--- src/rtl/debounce_bank.sv ---
// Multi-channel debouncer: per channel a 2-flop synchroniser, a stability counter and a
// four-state FSM producing a clean level, one-cycle rise/fall pulses and optional auto-repeat.
module debounce_bank #(
    parameter int   CH            = 4,
    parameter int   STABLE_CYCLES = 1000000,
    parameter logic RST_LEVEL     = 1'b0,
    parameter int   REPEAT_EN     = 0,
    parameter int   REPEAT_DELAY  = 25000000,
    parameter int   REPEAT_PERIOD = 5000000
) (
    input  logic          clk,
    input  logic          rst_n,
    input  logic [CH-1:0] i,
    output logic [CH-1:0] o_level,
    output logic [CH-1:0] o_rise,
    output logic [CH-1:0] o_fall,
    output logic [CH-1:0] o_rpt
);

    localparam int CNT_W   = $clog2(STABLE_CYCLES + 1);
    localparam int RPT_MAX = (REPEAT_DELAY > REPEAT_PERIOD) ? REPEAT_DELAY : REPEAT_PERIOD;
    localparam int RPT_W   = $clog2(RPT_MAX + 1);

    localparam logic [CNT_W-1:0] STABLE_LAST = CNT_W'(STABLE_CYCLES - 1);
    localparam logic [CNT_W-1:0] CNT_ONE     = CNT_W'(1);

    typedef enum logic [1:0] {
        IDLE_LO,
        CHK_HI,
        IDLE_HI,
        CHK_LO
    } state_t;

    localparam state_t RST_STATE = RST_LEVEL ? IDLE_HI : IDLE_LO;

    genvar k;
    generate
        for (k = 0; k < CH; k++) begin : g_ch
            logic             r_sync1;
            logic             r_sync2;
            state_t           r_state;
            state_t           w_state_nxt;
            logic [CNT_W-1:0] r_cnt;
            logic [CNT_W-1:0] w_cnt_nxt;
            logic             r_level;
            logic             w_level_nxt;
            logic             r_rise;
            logic             w_rise_nxt;
            logic             r_fall;
            logic             w_fall_nxt;
            logic             w_mismatch;

            // NOTE: every flop is written with <= so all of them sample pre-edge values;
            // a blocking '=' here would collapse the two synchroniser stages into one.
            always_ff @(posedge clk) begin
                if (!rst_n) begin
                    r_sync1 <= RST_LEVEL;
                    r_sync2 <= RST_LEVEL;
                end else begin
                    r_sync1 <= i[k];
                    r_sync2 <= r_sync1;
                end
            end

            assign w_mismatch = (r_sync2 != r_level);

            always_ff @(posedge clk) begin
                if (!rst_n) begin
                    r_state <= RST_STATE;
                    r_cnt   <= '0;
                    r_level <= RST_LEVEL;
                    r_rise  <= 1'b0;
                    r_fall  <= 1'b0;
                end else begin
                    r_state <= w_state_nxt;
                    r_cnt   <= w_cnt_nxt;
                    r_level <= w_level_nxt;
                    r_rise  <= w_rise_nxt;
                    r_fall  <= w_fall_nxt;
                end
            end

            // r_cnt holds the number of consecutive mismatching samples already seen,
            // so leaving IDLE on the first mismatch starts the count at one.
            always_comb begin
                // NOTE: defaults first so every path assigns every signal and no latch is inferred.
                w_state_nxt = r_state;
                w_cnt_nxt   = r_cnt;
                w_level_nxt = r_level;
                w_rise_nxt  = 1'b0;
                w_fall_nxt  = 1'b0;
                case (r_state)
                    IDLE_LO: begin
                        w_cnt_nxt = '0;
                        if (w_mismatch) begin
                            if (STABLE_CYCLES == 1) begin
                                w_state_nxt = IDLE_HI;
                                w_level_nxt = 1'b1;
                                w_rise_nxt  = 1'b1;
                            end else begin
                                w_state_nxt = CHK_HI;
                                w_cnt_nxt   = CNT_ONE;
                            end
                        end
                    end
                    CHK_HI: begin
                        if (!w_mismatch) begin
                            w_state_nxt = IDLE_LO;
                            w_cnt_nxt   = '0;
                        end else if (r_cnt == STABLE_LAST) begin
                            w_state_nxt = IDLE_HI;
                            w_cnt_nxt   = '0;
                            w_level_nxt = 1'b1;
                            w_rise_nxt  = 1'b1;
                        end else begin
                            w_cnt_nxt = r_cnt + CNT_ONE;
                        end
                    end
                    IDLE_HI: begin
                        w_cnt_nxt = '0;
                        if (w_mismatch) begin
                            if (STABLE_CYCLES == 1) begin
                                w_state_nxt = IDLE_LO;
                                w_level_nxt = 1'b0;
                                w_fall_nxt  = 1'b1;
                            end else begin
                                w_state_nxt = CHK_LO;
                                w_cnt_nxt   = CNT_ONE;
                            end
                        end
                    end
                    CHK_LO: begin
                        if (!w_mismatch) begin
                            w_state_nxt = IDLE_HI;
                            w_cnt_nxt   = '0;
                        end else if (r_cnt == STABLE_LAST) begin
                            w_state_nxt = IDLE_LO;
                            w_cnt_nxt   = '0;
                            w_level_nxt = 1'b0;
                            w_fall_nxt  = 1'b1;
                        end else begin
                            w_cnt_nxt = r_cnt + CNT_ONE;
                        end
                    end
                    default: begin
                        w_state_nxt = RST_STATE;
                        w_cnt_nxt   = '0;
                        w_level_nxt = RST_LEVEL;
                    end
                endcase
            end

            assign o_level[k] = r_level;
            assign o_rise[k]  = r_rise;
            assign o_fall[k]  = r_fall;

            if (REPEAT_EN != 0) begin : g_rpt
                localparam logic [RPT_W-1:0] RPT_DLY = RPT_W'(REPEAT_DELAY);
                localparam logic [RPT_W-1:0] RPT_PER = RPT_W'(REPEAT_PERIOD);
                localparam logic [RPT_W-1:0] RPT_ONE = RPT_W'(1);

                logic [RPT_W-1:0] r_rpt_cnt;
                logic             r_armed;
                logic             r_rpt;
                logic [RPT_W-1:0] w_rpt_lim;
                logic [RPT_W-1:0] w_rpt_inc;

                // The count restarts after each pulse; r_armed selects the first-delay or period limit.
                assign w_rpt_lim = r_armed ? RPT_PER : RPT_DLY;
                assign w_rpt_inc = r_rpt_cnt + RPT_ONE;

                always_ff @(posedge clk) begin
                    if (!rst_n) begin
                        r_rpt_cnt <= '0;
                        r_armed   <= 1'b0;
                        r_rpt     <= 1'b0;
                    end else if (!r_level || w_fall_nxt) begin
                        r_rpt_cnt <= '0;
                        r_armed   <= 1'b0;
                        r_rpt     <= 1'b0;
                    end else if (w_rpt_inc == w_rpt_lim) begin
                        r_rpt_cnt <= '0;
                        r_armed   <= 1'b1;
                        r_rpt     <= 1'b1;
                    end else begin
                        r_rpt <= 1'b0;
                        if (r_rpt_cnt != '1) begin
                            r_rpt_cnt <= w_rpt_inc;
                        end
                    end
                end

                assign o_rpt[k] = r_rpt;
            end else begin : g_no_rpt
                assign o_rpt[k] = 1'b0;
            end
        end
    endgenerate

endmodule

--- config.mk ---
export PLATFORM = sky130hd
export DESIGN_NAME = debounce_bank
export DESIGN_NICKNAME = d
export VERILOG_FILES = /design/src/rtl/debounce_bank.sv
export SDC_FILE = /design/constraint.sdc
export NUM_CORES = 1
export LEC_CHECK = 0
export CORE_ASPECT_RATIO = 1.2
export CORE_UTILIZATION = 40
export DETAILED_ROUTE_END_ITERATION = 7
export PLACE_DENSITY_LB_ADDON = 0.05
export RECOVER_POWER = 50
export REMOVE_ABC_BUFFERS = 1
export SLEW_MARGIN = 20
export SYNTH_ARGS = -nofsm -noshare
export SYNTH_HDL_FRONTEND = slang
export SYNTH_SLANG_ARGS = --single-unit
--- constraint.sdc ---
create_clock -name clk -period 2.4 [get_ports clk]
set_input_delay 0.48 -clock clk [delete_from_list [all_inputs] [get_ports clk]]
set_output_delay 0.48 -clock clk [all_outputs]
set_load 0.01 [all_outputs]
==> results.json <==
{
  "cts_resized": 0,
  "rsz0062_at_grt": "false",
  "worstSetupPathType": "reg -> reg",
  "synth_edf_count": 0,
  "slew_headroom": 0.522,
  "status": "finished clean",
  "syn2layout_area_growth_pct": 12.1,
  "gp_congestion": 0.763,
  "cts_tree": "yes",
  "antenna_found_initial": 0,
  "dp.cells": 704,
  "hold_path_class": "reg -> reg",
  "gr-total-overflow": 0,
  "synth_cells": 553,
  "rows": 43,
  "core_area_mm2": 0.0117,
  "ys_seq_area_frac": 0.447,
  "cts_root_buffer": "clkbuf_16",
  "drtAntennaViolNets": 0,
  "p_leak_nw": 1.69,
  "wl_per_cell_um": 12.7,
  "die_y_um": 123,
  "via_per_inst": 5.16,
  "slowest_delay_ps": 670,
  "ys_types": 48,
  "maxSlewViolCount": 0,
  "dr.first_iter.drc_count": 92,
  "path_buf_inv": 0,
  "synth.ff_latch_count": 108,
  "final.period_utilization": 0.903,
  "yosysWarnings": 0,
  "drc": 0,
  "num-nets-final": 568,
  "critPathTopFamily": "simple AND/OR/NAND/NOR gates",
  "synth_area_mm2": 0.00484,
  "cp.arrival_ps": 2460,
  "setup_viol": 0,
  "hold_viol": 0,
  "fin_crit_ps": 2170,
  "antennaDiodeCount": 0,
  "synth_flop_cell": "dfxtp_1",
  "start_util": 0.415,
  "fin_cells": 720,
  "drive_gt1_frac": 0.0568,
  "worst-path-max-fanout": 7,
  "setup-tns-final_ps": 0,
  "async_reset_ff_frac": 0,
  "grt_usage": 0.160,
  "timing.fmax_mhz": 461,
  "vias": 3712,
  "cts_setup_buffers": 0,
  "firstDrtPassIters": 4,
  "endpoint_kind": "flop",
  "cts_max_level": 3,
  "ir_drop_v": 0.000395,
  "dieArea_mm2": 0.0126,
  "postSynthAreaPerCell_um2": 8.76,
  "grt_pass1_vias": 3405,
  "finClkSkew_ps": 8.88,
  "worstSkewPairLatency_ps": 360,
  "fp.dieW_um": 102,
  "postCtsHoldBufs": 0,
  "ios": 22,
  "drt-total-wl_um": 9170,
  "nFillCells": 1167,
  "crit_path_start_kind": "flop",
  "layout_commonest_cell": "dfxtp_1",
  "powerDensity_mw_per_mm2": 670,
  "grt_max_degree": 20,
  "layout_common_cells": "dfxtp_1 (108), nor2_1 (60), nand2_1 (35)",
  "numCtsBuffers": 9,
  "hpwl_um": 6420,
  "crit_chain": "ha_1 -> nand2_1 -> or4_1 -> or4_1 -> a31oi_1",
  "crit_slowest_cell": "or4_1",
  "cts_sinks": 108,
  "port_buffers": 17,
  "cpMostUsedCell": "or4_1",
  "cts.clk_slew.worst_paths_ps": 70,
  "cp_data_required_time_ps": 2690,
  "clk_path_buf_depth": 2,
  "tightest_slew_ps": 711,
  "grt_pass1_wl_um": 15700,
  "maxCapViolCount": 0
}
-- cell families after synthesis --
logic type | after synthesis | share of synthesized area
adders and majority gates | 4 | 0.0103
muxes | 4 | 0.00827
AOI/OAI and AO/OA | 72 | 0.0922
DFF | 108 | 0.447
buffers and inverters | 58 | 0.0599
other | 1 | 0.000774
and+or+nand+nor | 254 | 0.288
xor gates and xnor gates | 52 | 0.0941
-- worst paths after layout --
check	to	slack [ps]	cells after the start	from
max	g_ch[0].r_level	230	5	g_ch[0].r_cnt[0]
min	g_ch[3].r_sync2	430	1	g_ch[3].r_sync1
max reg2reg	g_ch[0].r_level	230	5	g_ch[0].r_cnt[0]
min reg2reg	g_ch[3].r_sync2	430	1	g_ch[3].r_sync1
-- metrics by stage --
| step | power [W] | setup WS (ps) | hold slack [ps] | cell area (um2) | utilization |
|---|---|---|---|---|---|
| after floorplan | 0.00191 | 331 | 400 | 4650 | - |
| after global placement | 0.00195 | 305 | 418 | 5090 | 0.436 |
| after detailed placement | 0.00195 | 251 | 417 | 5090 | 0.436 |
| after CTS | 0.00368 | 233 | 433 | 5440 | 0.466 |
| after global routing | 0.00376 | 80.5 | 446 | 5430 | 0.465 |
| final | 0.00364 | 233 | 432 | 5430 | 0.465 |
-- power by group --
group / switching (W) / internal, W / leakage (nW)
logic: 0.0000422 / 0.0000338 / 0.648
clock network: 0.000658 / 0.00108 / 0.173
registers: 0.0000176 / 0.00181 / 0.873
-- state kept, by name, indices dropped and copies added, names as in the netlist --
register      cells
g_ch.r_level      4
g_ch.r_cnt       80
g_ch.r_rise       4
g_ch.r_fall       4
g_ch.r_sync1      4
g_ch.r_state      8
g_ch.r_sync2      4
-- synth_stat cells, types with 2 or more instances --
master	instances	area [um2]
dfxtp_1	108	2160
nor2_1	60	225
nand2_1	35	131
nand3_1	31	155
xor2_1	28	245
a21oi_1	26	130
xnor2_1	24	210
inv_1	22	82.6
nand4_1	20	125
o21ai_0	17	85.1
or4_1	17	128
buf_4	16	120
clkbuf_1	14	52.6
and2_1	13	81.3
nor4_1	13	81.3
or3_1	12	75.1
and4_1	11	96.3
nor3_1	11	55.1
o31ai_1	11	82.6
and3_1	10	62.6
nor4b_1	5	43.8
a31oi_1	4	25.0
buf_2	4	20.0
ha_1	4	50.1
mux2i_1	4	40.0
nor3b_1	4	30.0
nand2b_1	3	18.8
or2_2	3	18.8
a211oi_1	2	15.0
a21o_1	2	15.0
o21a_1	2	15.0
-- worst register-to-register path: cells and delay by family (launching register included) --
family	cells	cell delay, ps
AO/OA/AOI/OAI	1	160
adder cells (fa/ha/maj)	1	230
AND/OR/NAND/NOR	3	1310
flip-flops	1	400
-- layout make-up --
class / count / area (um2) / share of cell area
Sequential cell: 108 / 2160 / 0.398
Clock inverter: 4 / 95.1 / 0.0175
Multi-Input combinational cell: 390 / 2400 / 0.442
Tap cell: 157 / 196 / 0.0362
Timing Repair Buffer: 27 / 233 / 0.0429
Clock buffer: 12 / 256 / 0.0473
Inverter: 22 / 82.6 / 0.0152
-- per-layer routing --
layer / part of all wire / track usage / up-vias
met5: 0 / 0 / -
met2: 0.46 / 0.252 / 41
met3: 0.032 / 0.0433 / 15
met1: 0.49 / 0.202 / 1706
li1: - / - / 1950
met4: 0.020 / 0.0750 / 0
Power figures use the tool's default switching activity.
